==> config.mk <==
export PLATFORM = sky130hd
export DESIGN_NAME = regbus_master
export DESIGN_NICKNAME = d
export VERILOG_FILES = /design/src/rtl/regbus_pkg.sv /design/src/rtl/regbus_master.sv
export SDC_FILE = /design/constraint.sdc
export NUM_CORES = 1
export LEC_CHECK = 0
export BUFFER_PORTS_ARGS = -buffer_cell sky130_fd_sc_hd__buf_2
export CAP_MARGIN = 20
export CORE_MARGIN = 3
export CORE_UTILIZATION = 40
export DETAILED_ROUTE_END_ITERATION = 10
export GPL_ROUTABILITY_DRIVEN = 0
export PLACE_DENSITY = 0.71
export SLEW_MARGIN = 20
export SYNTH_ARGS = -nofsm -noshare
export SYNTH_HDL_FRONTEND = slang
export SYNTH_SLANG_ARGS = --single-unit
export TNS_END_PERCENT = 20
==> constraint.sdc <==
create_clock -name CLK -period 1.9 [get_ports CLK]
set_clock_uncertainty 0.15 [all_clocks]
set_input_delay 0.285 -clock CLK [delete_from_list [all_inputs] [get_ports CLK]]
set_output_delay 0.285 -clock CLK [all_outputs]
set_load 0.01 [all_outputs]
==> src/rtl/regbus_pkg.sv <==
// Shared definitions for the register-bus initiator: command op encodings,
// controller states and the read-modify-write merge.
package regbus_pkg;

   typedef enum logic [1:0] {
      OP_WR   = 2'b00,
      OP_RD   = 2'b01,
      OP_RMW  = 2'b10,
      OP_RSVD = 2'b11
   } op_e;

   typedef enum logic [2:0] {
      IDLE,
      WR,
      RD,
      RD_WAIT,
      RMW_WR,
      RESP
   } state_e;

   localparam int unsigned MERGE_W = 64;

   // Bits set in mask come from new_val, the rest keep old_val.
   function automatic logic [MERGE_W-1:0] rmw_merge(
      input logic [MERGE_W-1:0] old_val,
      input logic [MERGE_W-1:0] new_val,
      input logic [MERGE_W-1:0] mask
   );
      return (old_val & ~mask) | (new_val & mask);
   endfunction

endpackage

==> src/rtl/regbus_master.sv <==
// Register-bus initiator: one command at a time (write, read, masked RMW),
// exactly one response per command, all outputs registered.
module regbus_master
   import regbus_pkg::*;
#(
   parameter int unsigned ADDR_W   = 3,
   parameter int unsigned DATA_W   = 4,
   parameter int unsigned NUM_REGS = 2,
   parameter int unsigned READ_LAT = 0
) (
   input  logic              CLK,
   input  logic              RST,
   input  logic              CMD_VALID,
   output logic              CMD_READY,
   input  logic [1:0]        CMD_OP,
   input  logic [ADDR_W-1:0] CMD_ADDR,
   input  logic [DATA_W-1:0] CMD_WDATA,
   input  logic [DATA_W-1:0] CMD_MASK,
   output logic              RSP_VALID,
   input  logic              RSP_READY,
   output logic [DATA_W-1:0] RSP_DATA,
   output logic              RSP_ERR,
   output logic              WRITE,
   output logic              READ,
   output logic [ADDR_W-1:0] ADDR,
   output logic [DATA_W-1:0] WRITE_DATA,
   input  logic [DATA_W-1:0] READ_DATA
);

   state_e            state_q, state_d;
   op_e               op_q, op_d;
   logic [ADDR_W-1:0] addr_q, addr_d;
   logic [DATA_W-1:0] wdata_q, wdata_d;
   logic [DATA_W-1:0] mask_q, mask_d;
   logic [2:0]        cnt_q, cnt_d;
   logic              cmd_ready_q, cmd_ready_d;
   logic              rsp_valid_q, rsp_valid_d;
   logic [DATA_W-1:0] rsp_data_q, rsp_data_d;
   logic              rsp_err_q, rsp_err_d;
   logic              write_q, write_d;
   logic              read_q, read_d;
   logic [DATA_W-1:0] wr_data_q, wr_data_d;

   logic              addr_bad;
   logic              sample;
   logic [DATA_W-1:0] merged;

   assign addr_bad = (32'(CMD_ADDR) >= NUM_REGS);
   assign merged   = DATA_W'(rmw_merge(MERGE_W'(READ_DATA), MERGE_W'(wdata_q), MERGE_W'(mask_q)));

   always_comb begin
      state_d     = state_q;
      op_d        = op_q;
      addr_d      = addr_q;
      wdata_d     = wdata_q;
      mask_d      = mask_q;
      cnt_d       = cnt_q;
      cmd_ready_d = cmd_ready_q;
      rsp_valid_d = rsp_valid_q;
      rsp_data_d  = rsp_data_q;
      rsp_err_d   = rsp_err_q;
      write_d     = 1'b0;
      read_d      = 1'b0;
      wr_data_d   = wr_data_q;
      sample      = 1'b0;

      case (state_q)
         IDLE: begin
            if (CMD_VALID) begin
               op_d        = op_e'(CMD_OP);
               addr_d      = CMD_ADDR;
               wdata_d     = CMD_WDATA;
               mask_d      = CMD_MASK;
               cmd_ready_d = 1'b0;
               if (op_e'(CMD_OP) == OP_RSVD || addr_bad) begin
                  state_d     = RESP;
                  rsp_valid_d = 1'b1;
                  rsp_err_d   = 1'b1;
                  rsp_data_d  = '0;
               end else if (op_e'(CMD_OP) == OP_WR) begin
                  state_d   = WR;
                  write_d   = 1'b1;
                  wr_data_d = CMD_WDATA;
               end else begin
                  state_d = RD;
                  read_d  = 1'b1;
               end
            end
         end
         WR: begin
            state_d     = RESP;
            rsp_valid_d = 1'b1;
            rsp_err_d   = 1'b0;
            rsp_data_d  = wdata_q;
         end
         RD: begin
            if (READ_LAT == 0) begin
               sample = 1'b1;
            end else begin
               cnt_d   = 3'(READ_LAT - 1);
               state_d = RD_WAIT;
            end
         end
         RD_WAIT: begin
            if (cnt_q == '0) sample = 1'b1;
            else             cnt_d  = cnt_q - 3'd1;
         end
         RMW_WR: begin
            state_d     = RESP;
            rsp_valid_d = 1'b1;
            rsp_err_d   = 1'b0;
            rsp_data_d  = wr_data_q;
         end
         RESP: begin
            if (RSP_READY) begin
               state_d     = IDLE;
               rsp_valid_d = 1'b0;
               cmd_ready_d = 1'b1;
            end
         end
         default: state_d = IDLE;
      endcase

      // READ_DATA is captured on the last read-latency cycle; RMW turns it
      // straight into the write-back beat.
      if (sample) begin
         if (op_q == OP_RMW) begin
            state_d   = RMW_WR;
            write_d   = 1'b1;
            wr_data_d = merged;
         end else begin
            state_d     = RESP;
            rsp_valid_d = 1'b1;
            rsp_err_d   = 1'b0;
            rsp_data_d  = READ_DATA;
         end
      end
   end

   always_ff @(posedge CLK) begin
      if (RST) begin
         state_q     <= IDLE;
         op_q        <= OP_WR;
         addr_q      <= '0;
         wdata_q     <= '0;
         mask_q      <= '0;
         cnt_q       <= '0;
         cmd_ready_q <= 1'b1;
         rsp_valid_q <= 1'b0;
         rsp_data_q  <= '0;
         rsp_err_q   <= 1'b0;
         write_q     <= 1'b0;
         read_q      <= 1'b0;
         wr_data_q   <= '0;
      end else begin
         state_q     <= state_d;
         op_q        <= op_d;
         addr_q      <= addr_d;
         wdata_q     <= wdata_d;
         mask_q      <= mask_d;
         cnt_q       <= cnt_d;
         cmd_ready_q <= cmd_ready_d;
         rsp_valid_q <= rsp_valid_d;
         rsp_data_q  <= rsp_data_d;
         rsp_err_q   <= rsp_err_d;
         write_q     <= write_d;
         read_q      <= read_d;
         wr_data_q   <= wr_data_d;
      end
   end

   assign CMD_READY  = cmd_ready_q;
   assign RSP_VALID  = rsp_valid_q;
   assign RSP_DATA   = rsp_data_q;
   assign RSP_ERR    = rsp_err_q;
   assign WRITE      = write_q;
   assign READ       = read_q;
   assign ADDR       = addr_q;
   assign WRITE_DATA = wr_data_q;

endmodule

==> impl_metrics.json <==
{
  "fp.dieW_um": 68.2,
  "tns_ns": 0,
  "grt_max_degree": 24,
  "status": "finished, final reports clean",
  "maxCapViolations": 0,
  "numCtsBuffers": 5,
  "grt_overflow": 0,
  "vias": 1417,
  "synth-edff-count": 0,
  "drv_slew": 0,
  "htreeDepth": 2,
  "dp.cells": 264,
  "track_usage": 0.168,
  "slew_headroom": 0.734,
  "async_flop_share": 0,
  "synth.largest_area_cell": "dfxtp_1",
  "critical_path_class": "register to register",
  "synth_area_leaders": "dfxtp_1 41%, nand2_1 9.0%, a21oi_1 7.8%, a211oi_1 3.9%, nand3b_1 3.4%",
  "wl_um": 3580,
  "leakage_nw": 0.777,
  "synthCells": 187,
  "setup_viol": 0,
  "hold_viol": 0,
  "max_freq_ghz": 0.567,
  "worstPathCellList": "inv_1 > ha_1 > nand2b_1 > a211o_1 > a211oi_1 > a311oi_1",
  "tightest_slew_ns": 0.398,
  "synthFlopType": "dfxtp_1",
  "synthDominantCellAreaShare": 0.415,
  "cts.hold.buffers_added": 0,
  "clockBufferDepth": 2,
  "cts_tree": "yes",
  "die_y_um": 68.2,
  "grt_pass1_vias": 1232,
  "rows": 21,
  "ios": 37,
  "port_buffers": 36,
  "drt-wirelength-per-cell_um": 13.2,
  "final_cell_mix": "37 x nand2_1, 36 x buf_2, 32 x dfxtp_1",
  "n_antenna_cell": 0,
  "dp_hpwl_um": 2600,
  "max_stage_delay_ns": 0.45,
  "ant_nets": 0,
  "cts_root_buf": "clkbuf_8",
  "die_area_um2": 4650,
  "fin_crit_ns": 1.76,
  "cts_sinks": 32,
  "nets": 248,
  "critPathCaptureType": "register",
  "viasPerCell": 5.21,
  "required_ns": 1.91,
  "power.density_nw_per_um2": 938,
  "clk_pin_slew_ns": 0.07,
  "min_path_type": "input pin to register",
  "post-route-drc-count": 0,
  "syn_nets": 210,
  "drt_iter0_drc": 86,
  "synth_area_per_cell_um2": 8.26,
  "yosysUniqueCellTypes": 38,
  "cp-start-kind": "register",
  "yosysSeqAreaShare": 0.415,
  "synth_warnings": 0,
  "layout_commonest_cell": "nand2_1",
  "total_power_mw": 1.79,
  "clkLatencyLatePin_ns": 0.28,
  "vdd_drop_max_mv": 0.480,
  "dr.pass1.iters": 4,
  "rsz0062_at_grt": "no",
  "stdcell_count": 272,
  "fp.coreArea_um2": 3520,
  "antenna_found_initial": 0,
  "period_share": 0.928,
  "cp_slowest_cell": "a211o_1",
  "start_util": 0.439,
  "area_growth_pct": 23.6,
  "yosys_register_bits": 32,
  "path_max_fanout": 10,
  "syn-cell-area_um2": 1550,
  "layout-drive-gt1-share": 0.261,
  "crit_arrival_ns": 1.77,
  "grt_pass1_wl_um": 5860
}
[state kept, by name, summed over array words and instances, names as in the netlist]
register,count
RSP_DATA,4
WRITE_DATA,4
mask_q,4
wdata_q,4
ADDR,3
cnt_q,3
state_q,3
op_q,2
CMD_READY,1
READ,1
RSP_ERR,1
RSP_VALID,1
WRITE,1
[metrics by stage]
stage	utilization	hold slack [ns]	setup WS, ns	cell area (µm²)
final	0.542	0.0897	0.136	1910
after global routing	0.542	0.0926	0.0170	1910
after CTS	0.540	0.0845	0.117	1900
after detailed placement	0.504	0.276	0.125	1770
after global placement	0.504	0.274	0.167	1770
after floorplan	-	0.271	0.270	1550
[where the power goes]
group,switching [mW],leakage [nW],internal (mW)
combinational,0.180,0.452,0.142
clock,0.251,0.0645,0.462
sequential,0.0374,0.261,0.718
[cell type report]
class,count,area (µm²)
clock buffer,7,96.3
sequential,32,641
inverter,4,15.0
multi-input combinational,137,822
fill,358,1610
tap,46,57.6
clock inverter,1,30.0
timing repair buffer,45,248
[path summary, 6_finish.rpt]
path                                      end        start  slack, ns  depth (start not counted)
worst max-delay path            WRITE_DATA[1]     cnt_q[0]       0.14                          6
worst min-delay path                mask_q[3]  CMD_MASK[3]       0.09                          3
worst max register to register  WRITE_DATA[1]     cnt_q[0]       0.14                          6
worst min register to register      CMD_READY    CMD_READY       0.28                          2
[metal layers]
layer  GRT usage  up-vias  wire [µm]
met5           0        -          0
met4      0.0670        0         33
met3      0.0411        4        263
met2       0.224       53       1480
met1       0.254      626       1800
li1            -      734          -
[cells in the mapped netlist (3+ instances only)]
cell type / n
nand2_1: 37
dfxtp_1: 32
a21oi_1: 24
nor2_1: 10
a211oi_1: 8
nand3b_1: 7
clkbuf_1: 6
nand3_1: 6
nor2b_1: 6
a311oi_1: 5
inv_1: 4
o21ai_0: 4
a31oi_1: 3
buf_2: 3
buf_4: 3
nand2b_1: 3
xnor2_1: 3
[kinds of logic after synthesis]
logic type / Yosys count / share of synthesized area
DFF: 32 / 0.415
buffers and inverters: 18 / 0.0591
and+or+nand+nor: 76 / 0.249
AOI/OAI and AO/OA: 54 / 0.230
adders and majority gates: 2 / 0.0162
xor gates and xnor gates: 3 / 0.0170
muxes: 2 / 0.0138
[worst max-delay path, delay by kind of cell, from the launching register on]
family                   cells  cell delay (ns)
flip-flops                   1             0.30
buffers and inverters        1             0.10
adder cells (fa/ha/maj)      1             0.18
AO/OA/AOI/OAI                3             0.79
AND/OR/NAND/NOR              1             0.13
[what timing repair did]
action / 4_1_cts / 5_1_grt
endpoints found under the setup margin: 0 / 2
setup buffers: 0 / 0
gates resized for setup: 0 / 1
Note: power is estimated with default switching activity, not from simulation.
